File: src/rtl/alu_md_control.sv
// ALU operation decode plus an iterative HI/LO multiply/divide unit.
// Define ALU_MD_FAST_MUL_EN to complete MULT/MULTU in one cycle on a full-width multiplier.
module alu_md_control #(
  parameter int unsigned DATA_W = 32
) (
  input  logic              clk,
  input  logic              rst_n,
  input  logic [2:0]        ALU_OP_D,
  input  logic [5:0]        Funct,
  input  logic              valid_D,
  input  logic              flush,
  input  logic [DATA_W-1:0] rs_val,
  input  logic [DATA_W-1:0] rt_val,
  output logic [3:0]        ALU_Instruction_D,
  output logic              md_stall,
  output logic              md_done,
  output logic [DATA_W-1:0] hi_out,
  output logic [DATA_W-1:0] lo_out
);

  localparam int unsigned CNT_W = $clog2(DATA_W + 1);

  localparam logic [5:0] F_ADD   = 6'b100000;
  localparam logic [5:0] F_SUB   = 6'b100010;
  localparam logic [5:0] F_AND   = 6'b100100;
  localparam logic [5:0] F_OR    = 6'b100101;
  localparam logic [5:0] F_NOR   = 6'b100111;
  localparam logic [5:0] F_XOR   = 6'b100110;
  localparam logic [5:0] F_SLL   = 6'b000000;
  localparam logic [5:0] F_SLT   = 6'b101010;
  localparam logic [5:0] F_SRA   = 6'b000011;
  localparam logic [5:0] F_SRL   = 6'b000010;
  localparam logic [5:0] F_MFHI  = 6'b010000;
  localparam logic [5:0] F_MTHI  = 6'b010001;
  localparam logic [5:0] F_MFLO  = 6'b010010;
  localparam logic [5:0] F_MTLO  = 6'b010011;
  localparam logic [5:0] F_MULT  = 6'b011000;
  localparam logic [5:0] F_MULTU = 6'b011001;
  localparam logic [5:0] F_DIV   = 6'b011010;
  localparam logic [5:0] F_DIVU  = 6'b011011;

  typedef enum logic [1:0] {IDLE, BUSY, FIX} state_t;

  state_t              state, state_d;
  logic [CNT_W-1:0]    cnt, cnt_d;
  logic [DATA_W-1:0]   acc_hi, acc_hi_d, acc_lo, acc_lo_d, opb, opb_d;
  logic                is_div, is_div_d, neg_q, neg_q_d, neg_r, neg_r_d, div0, div0_d;
  logic [DATA_W-1:0]   hi_d, lo_d;
  logic                done_d, md_start;

  logic                hilo_funct, md_req, accept, is_signed, a_neg, b_neg;
  logic [DATA_W-1:0]   mag_a, mag_b;
  logic [DATA_W:0]     mul_sum, div_sh;
  logic                div_ge;
  logic [2*DATA_W-1:0] prod_mag;

  // ALU operation decode
  always_comb begin
    ALU_Instruction_D = 4'b1111;
    case (ALU_OP_D)
      3'b000: ALU_Instruction_D = 4'b0010;
      3'b001: ALU_Instruction_D = 4'b0110;
      3'b011: ALU_Instruction_D = 4'b0000;
      3'b100: ALU_Instruction_D = 4'b0001;
      3'b101: ALU_Instruction_D = 4'b0111;
      3'b110: ALU_Instruction_D = 4'b1001;
      3'b111: ALU_Instruction_D = 4'b1101;
      3'b010: begin
        case (Funct)
          F_ADD:   ALU_Instruction_D = 4'b0010;
          F_SUB:   ALU_Instruction_D = 4'b0110;
          F_AND:   ALU_Instruction_D = 4'b0000;
          F_OR:    ALU_Instruction_D = 4'b0001;
          F_NOR:   ALU_Instruction_D = 4'b1100;
          F_XOR:   ALU_Instruction_D = 4'b1101;
          F_SLL:   ALU_Instruction_D = 4'b0100;
          F_SLT:   ALU_Instruction_D = 4'b0111;
          F_SRA:   ALU_Instruction_D = 4'b0101;
          F_SRL:   ALU_Instruction_D = 4'b1000;
          F_MFHI:  ALU_Instruction_D = 4'b1010;
          F_MFLO:  ALU_Instruction_D = 4'b1011;
          F_MULT, F_MULTU, F_DIV, F_DIVU, F_MTHI, F_MTLO:
                   ALU_Instruction_D = 4'b1110;
          default: ALU_Instruction_D = 4'b1111;
        endcase
      end
      default: ALU_Instruction_D = 4'b1111;
    endcase
  end

  always_comb begin
    hilo_funct = 1'b0;
    case (Funct)
      F_MFHI, F_MTHI, F_MFLO, F_MTLO, F_MULT, F_MULTU, F_DIV, F_DIVU: hilo_funct = 1'b1;
      default: hilo_funct = 1'b0;
    endcase
  end

  assign md_req   = valid_D && !flush && (ALU_OP_D == 3'b010) && hilo_funct;
  assign md_stall = md_req && (state != IDLE);
  assign accept   = md_req && (state == IDLE);

  // Signed ops (MULT/DIV) have Funct[0]=0; the iteration runs on magnitudes.
  assign is_signed = ~Funct[0];
  assign a_neg     = is_signed & rs_val[DATA_W-1];
  assign b_neg     = is_signed & rt_val[DATA_W-1];
  assign mag_a     = a_neg ? -rs_val : rs_val;
  assign mag_b     = b_neg ? -rt_val : rt_val;

  assign mul_sum  = {1'b0, acc_hi} + {1'b0, opb & {DATA_W{acc_lo[0]}}};
  assign div_sh   = {acc_hi, acc_lo[DATA_W-1]};
  assign div_ge   = div_sh >= {1'b0, opb};
  assign prod_mag = {acc_hi, acc_lo};

`ifdef ALU_MD_FAST_MUL_EN
  logic [2*DATA_W-1:0] ext_a, ext_b, fast_prod;
  assign ext_a     = {{DATA_W{a_neg}}, rs_val};
  assign ext_b     = {{DATA_W{b_neg}}, rt_val};
  assign fast_prod = ext_a * ext_b;
`endif

  // Next-state and datapath update
  always_comb begin
    state_d  = state;
    cnt_d    = cnt;
    acc_hi_d = acc_hi;
    acc_lo_d = acc_lo;
    opb_d    = opb;
    is_div_d = is_div;
    neg_q_d  = neg_q;
    neg_r_d  = neg_r;
    div0_d   = div0;
    hi_d     = hi_out;
    lo_d     = lo_out;
    done_d   = 1'b0;
    md_start = 1'b0;
    case (state)
      IDLE: begin
        if (accept) begin
          case (Funct)
            F_MTHI: hi_d = rs_val;
            F_MTLO: lo_d = rs_val;
            F_MULT, F_MULTU: begin
`ifdef ALU_MD_FAST_MUL_EN
              {hi_d, lo_d} = fast_prod;
              done_d       = 1'b1;
`else
              md_start = 1'b1;
`endif
            end
            F_DIV, F_DIVU: md_start = 1'b1;
            default: ;
          endcase
        end
        if (md_start) begin
          state_d  = BUSY;
          cnt_d    = CNT_W'(DATA_W - 1);
          acc_hi_d = '0;
          acc_lo_d = mag_a;
          opb_d    = mag_b;
          is_div_d = Funct[1];
          neg_q_d  = a_neg ^ b_neg;
          neg_r_d  = a_neg;
          div0_d   = (rt_val == '0);
        end
      end
      BUSY: begin
        if (is_div) begin
          acc_hi_d = div_ge ? (div_sh[DATA_W-1:0] - opb) : div_sh[DATA_W-1:0];
          acc_lo_d = {acc_lo[DATA_W-2:0], div_ge};
        end else begin
          acc_hi_d = mul_sum[DATA_W:1];
          acc_lo_d = {mul_sum[0], acc_lo[DATA_W-1:1]};
        end
        if (cnt == '0) state_d = FIX;
        else           cnt_d   = cnt - CNT_W'(1);
      end
      FIX: begin
        // Divide-by-zero leaves |dividend| as remainder, so sign fix restores the dividend.
        if (is_div) begin
          hi_d = neg_r ? -acc_hi : acc_hi;
          lo_d = div0 ? '1 : (neg_q ? -acc_lo : acc_lo);
        end else begin
          {hi_d, lo_d} = neg_q ? -prod_mag : prod_mag;
        end
        done_d  = 1'b1;
        state_d = IDLE;
      end
      default: state_d = IDLE;
    endcase
  end

  always_ff @(posedge clk or negedge rst_n) begin
    if (!rst_n) begin
      state   <= IDLE;
      cnt     <= '0;
      acc_hi  <= '0;
      acc_lo  <= '0;
      opb     <= '0;
      is_div  <= 1'b0;
      neg_q   <= 1'b0;
      neg_r   <= 1'b0;
      div0    <= 1'b0;
      hi_out  <= '0;
      lo_out  <= '0;
      md_done <= 1'b0;
    end else begin
      state   <= state_d;
      cnt     <= cnt_d;
      acc_hi  <= acc_hi_d;
      acc_lo  <= acc_lo_d;
      opb     <= opb_d;
      is_div  <= is_div_d;
      neg_q   <= neg_q_d;
      neg_r   <= neg_r_d;
      div0    <= div0_d;
      hi_out  <= hi_d;
      lo_out  <= lo_d;
      md_done <= done_d;
    end
  end

endmodule

File: config.mk
export PLATFORM = sky130hd
export DESIGN_NAME = alu_md_control
export DESIGN_NICKNAME = d
export VERILOG_FILES = /design/src/rtl/alu_md_control.sv
export SDC_FILE = /design/constraint.sdc
export NUM_CORES = 1
export LEC_CHECK = 0
export CAP_MARGIN = 20
export CELL_PAD_IN_SITES_DETAIL_PLACEMENT = 1
export CELL_PAD_IN_SITES_GLOBAL_PLACEMENT = 2
export CORE_UTILIZATION = 32
export DETAILED_ROUTE_END_ITERATION = 7
export PLACE_DENSITY_LB_ADDON = 0.12
export SKIP_CTS_REPAIR_TIMING = 1
export SLEW_MARGIN = 40
export SYNTH_ARGS = -nofsm -noshare
export SYNTH_HDL_FRONTEND = slang
export SYNTH_SLANG_ARGS = --single-unit
File: constraint.sdc
create_clock -name clk -period 3.18 [get_ports clk]
set_input_delay 0.477 -clock clk [delete_from_list [all_inputs] [get_ports clk]]
set_output_delay 0.477 -clock clk [all_outputs]
set_load 0.01 [all_outputs]
==> impl_metrics.toml <==
[logic_synthesis]
syn_avg_cell_area_um2 = 7.93
synth_top_cell_area_share_pct = 29.4
yosysTopAreaCell = "dfrtp_1"
syn-num-nets = 2008
synth_edf_count = 0
yosysMostFrequentCell = "nand2_1"
post_synth_and_or_nand_nor_area_fraction_pct = 19.9
syn-instance-count = 1854
yosys_most_used_dff = "dfrtp_1"
yosys_warnings = 0
yosys.area_share.adder_pct = 6.65
synth_top_family_by_area = "compound AO/OA/AOI/OAI gates"
ys_seq_area_share_pct = 29.4
synthXorXnorAreaFrac_pct = 9.59
synth_cell_types = 83
ys_seq_elements = 173
yosys-top-cells-count = "nand2_1 (238), dfrtp_1 (173), nor2_1 (155)"
mappedNetlistArea_mm2 = 0.0147
synth_compound_area_share_pct = 25.6
ys_async_sr_fraction_pct = 100
synth_mux_area_share_pct = 4.19
synth.area.top_cells = "dfrtp_1 (29%), ha_1 (6.4%), nand2_1 (6.1%)"

[global_route]
overflow = 0
grt_antenna_before_repair = 0
grt_max_degree = 62
grtUsageTotal_pct = 28.5
grt_pass1_wl_um = 101000
grt_pass1_vias = 16994

[clocking]
numCtsBuffers = 17
cts_htree_levels = 4
numClockSinks = 173
cts_buffer_depth = 2
clkSlewWorstSetupHoldPaths_ns = 0.07
cts_tree = "built"
clk_latency_ns = 0.51
cts_root_buf = "clkbuf_16"

[floorplan]
die_w_um = 216
boundaryPins = 147
die_area_mm2 = 0.0468
rows = 78
core_mm2 = 0.0454
die_y_um = 216
start_util_pct = 32.4

[detailed_routing]
drt-initial-drc-count = 976
vias_per_cell = 5.56
routed-wl-met3_um = 2500
wl_met2_um = 33900
drtPass1Iterations = 7
highest_layer = "met4"
wl_met1_um = 28100
drcViolationCount = 0
ant_nets = 0
wl_um = 67900
wl_per_cell_um = 23.4
num_vias = 16175

[setup_path]
crit_start = "acc_lo[17]"
crit_family = "simple AND/OR/NAND/NOR gates"
crit_fanout = 5
end_kind = "flop"
arrival_ns = 3.83
cp_slowest_cell = "or4_4"
reg2reg_from = "acc_lo[17]"
cp-start-kind = "flop"
path_class = "reg2reg"
cp_cell_sequence = "or4_4 -> or3_4 -> or3_4 -> or4b_4 -> buf_4 -> buf_6 -> o21ai_2 -> buf_6 -> o21ai_2 -> xor2_1 -> nand2_1 -> o21ai_1"
cp_slowest_stage_delay_ns = 0.56
crit_buf_inv = 3
cp.required_ns = 3.61

[sta]
min_period_ns = 3.40
hold_viol = 27
tns_ns = -3.55
finalClockSkew_ns = 0.0131
rsz0062_at_grt = "yes"
setup_viol = 28
slew_headroom_pct = 50.2
period_share_pct = 107
slew_violations = 0
fmax_ghz = 0.294
tightest_slew_ns = 0.747
setup_slack_ns = -0.222
whs_ns = -0.0276

[layout]
final_cell_area_mm2 = 0.0212
area_growth_pct = 44.4
nNetsFinal = 2453
diodes = 0
layout-drive-gt1-share_pct = 25.6
postLayoutCoreUtil_pct = 46.8

[outcome]
failed_checks = "hold timing, setup timing"
status = "finished, violations left"

[power_and_ir_drop]
p_per_area_mw_per_mm2 = 231
peakVddDrop_mv = 0.338
power_frac_seq_pct = 44.8
swShare_pct = 26.2
switchingPower_mw = 1.29
power_frac_clock_pct = 46.2
p_leak_nw = 8.71
finalPower_mw = 4.90
p_int_mw = 3.62
combPwrFrac_pct = 8.9

[hold_path]
hold_class = "in2async"

[placed_design]
placed_area_mm2 = 0.0193
place_congestion = 0.897
dp_hpwl_um = 52200
portBuffers = 146

[flow_run]
max-cap-violations = 0
## cell families (layout without fill, tap and decap cells)
group | after synthesis | after routing
AOI/OAI and AO/OA | 579 | 579
adders and majority gates | 77 | 77
xor gates and xnor gates | 161 | 161
and+or+nand+nor | 624 | 624
DFF | 173 | 173
buffers and inverters | 179 | 634
muxes | 61 | 61
## power groups by stage
| stage | logic (mW) | clock network (mW) | registers, mW |
|---|---|---|---|
| 2_1_floorplan | 0.135 | 0 | 2.24 |
| 3_3_place_gp | 0.437 | 0 | 2.24 |
| 3_5_place_dp | 0.441 | 0 | 2.24 |
| 4_1_cts | 0.445 | 2.31 | 2.20 |
| 5_1_grt | 0.476 | 2.37 | 2.20 |
| 6_report | 0.439 | 2.27 | 2.20 |
## worst paths after layout
check | slack, ns | cells past startpoint | to
worst max-delay path | -0.22 | 12 | hi_out[28]
worst min-delay path | -0.03 | 1 | lo_out[9]
worst max register to register | -0.22 | 12 | hi_out[28]
worst min register to register | 0.48 | 2 | opb[4]
max in group asynchronous | 2.36 | 2 | opb[1]
min in group clk | 0.48 | 2 | opb[4]
## registers in the layout (all words and copies together), names as in the netlist
name	cells
acc_lo	32
lo_out	32
neg_q	1
state	2
hi_out	32
cnt	6
is_div	1
div0	1
opb	32
neg_r	1
acc_hi	32
md_done	1
## per-layer routing
metal  vias to the layer above  track usage [%]
met5                         -                0
met4                         0             15.4
met3                       133             3.97
met2                       362             49.9
met1                      8069             33.5
li1                       7611                -
## through the flow
step	instances	setup slack, ns
finish	2909	-0.222
global route	2909	-0.300
CTS	2873	-0.471
detailed placement	2844	-0.448
global placement	2844	-0.421
floorplan	1854	-0.102
## cells in the final DEF, fill, tap and decap left out, drive strengths merged, types with 13 or more instances in the layout
cell type	instances
o41ai	15
a211oi	61
a32oi	38
nor2b	25
xor2	86
a21oi	154
o31ai	28
or2	14
o211ai	18
nor4	26
and2	13
ha	75
nand3	29
nor2	155
or3	31
mux2i	57
buf	381
clkbuf	21
dfrtp	173
xnor2	75
nand2	238
clkdlybuf4s50	144
inv	75
o21ai	147
nor3	33
a21o	21
## final cells by class
| class | instances | area, um2 |
|---|---|---|
| Sequential cell | 173 | 4340 |
| Timing Repair inverter | 1 | 8.76 |
| Fill cell | 5403 | 24100 |
| Multi-Input combinational cell | 1502 | 10700 |
| Inverter | 76 | 298 |
| Clock buffer | 19 | 433 |
| Tap cell | 600 | 751 |
| Timing Repair Buffer | 528 | 4550 |
| Clock inverter | 10 | 143 |
No activity file was read; power rests on OpenSTA's default activity.
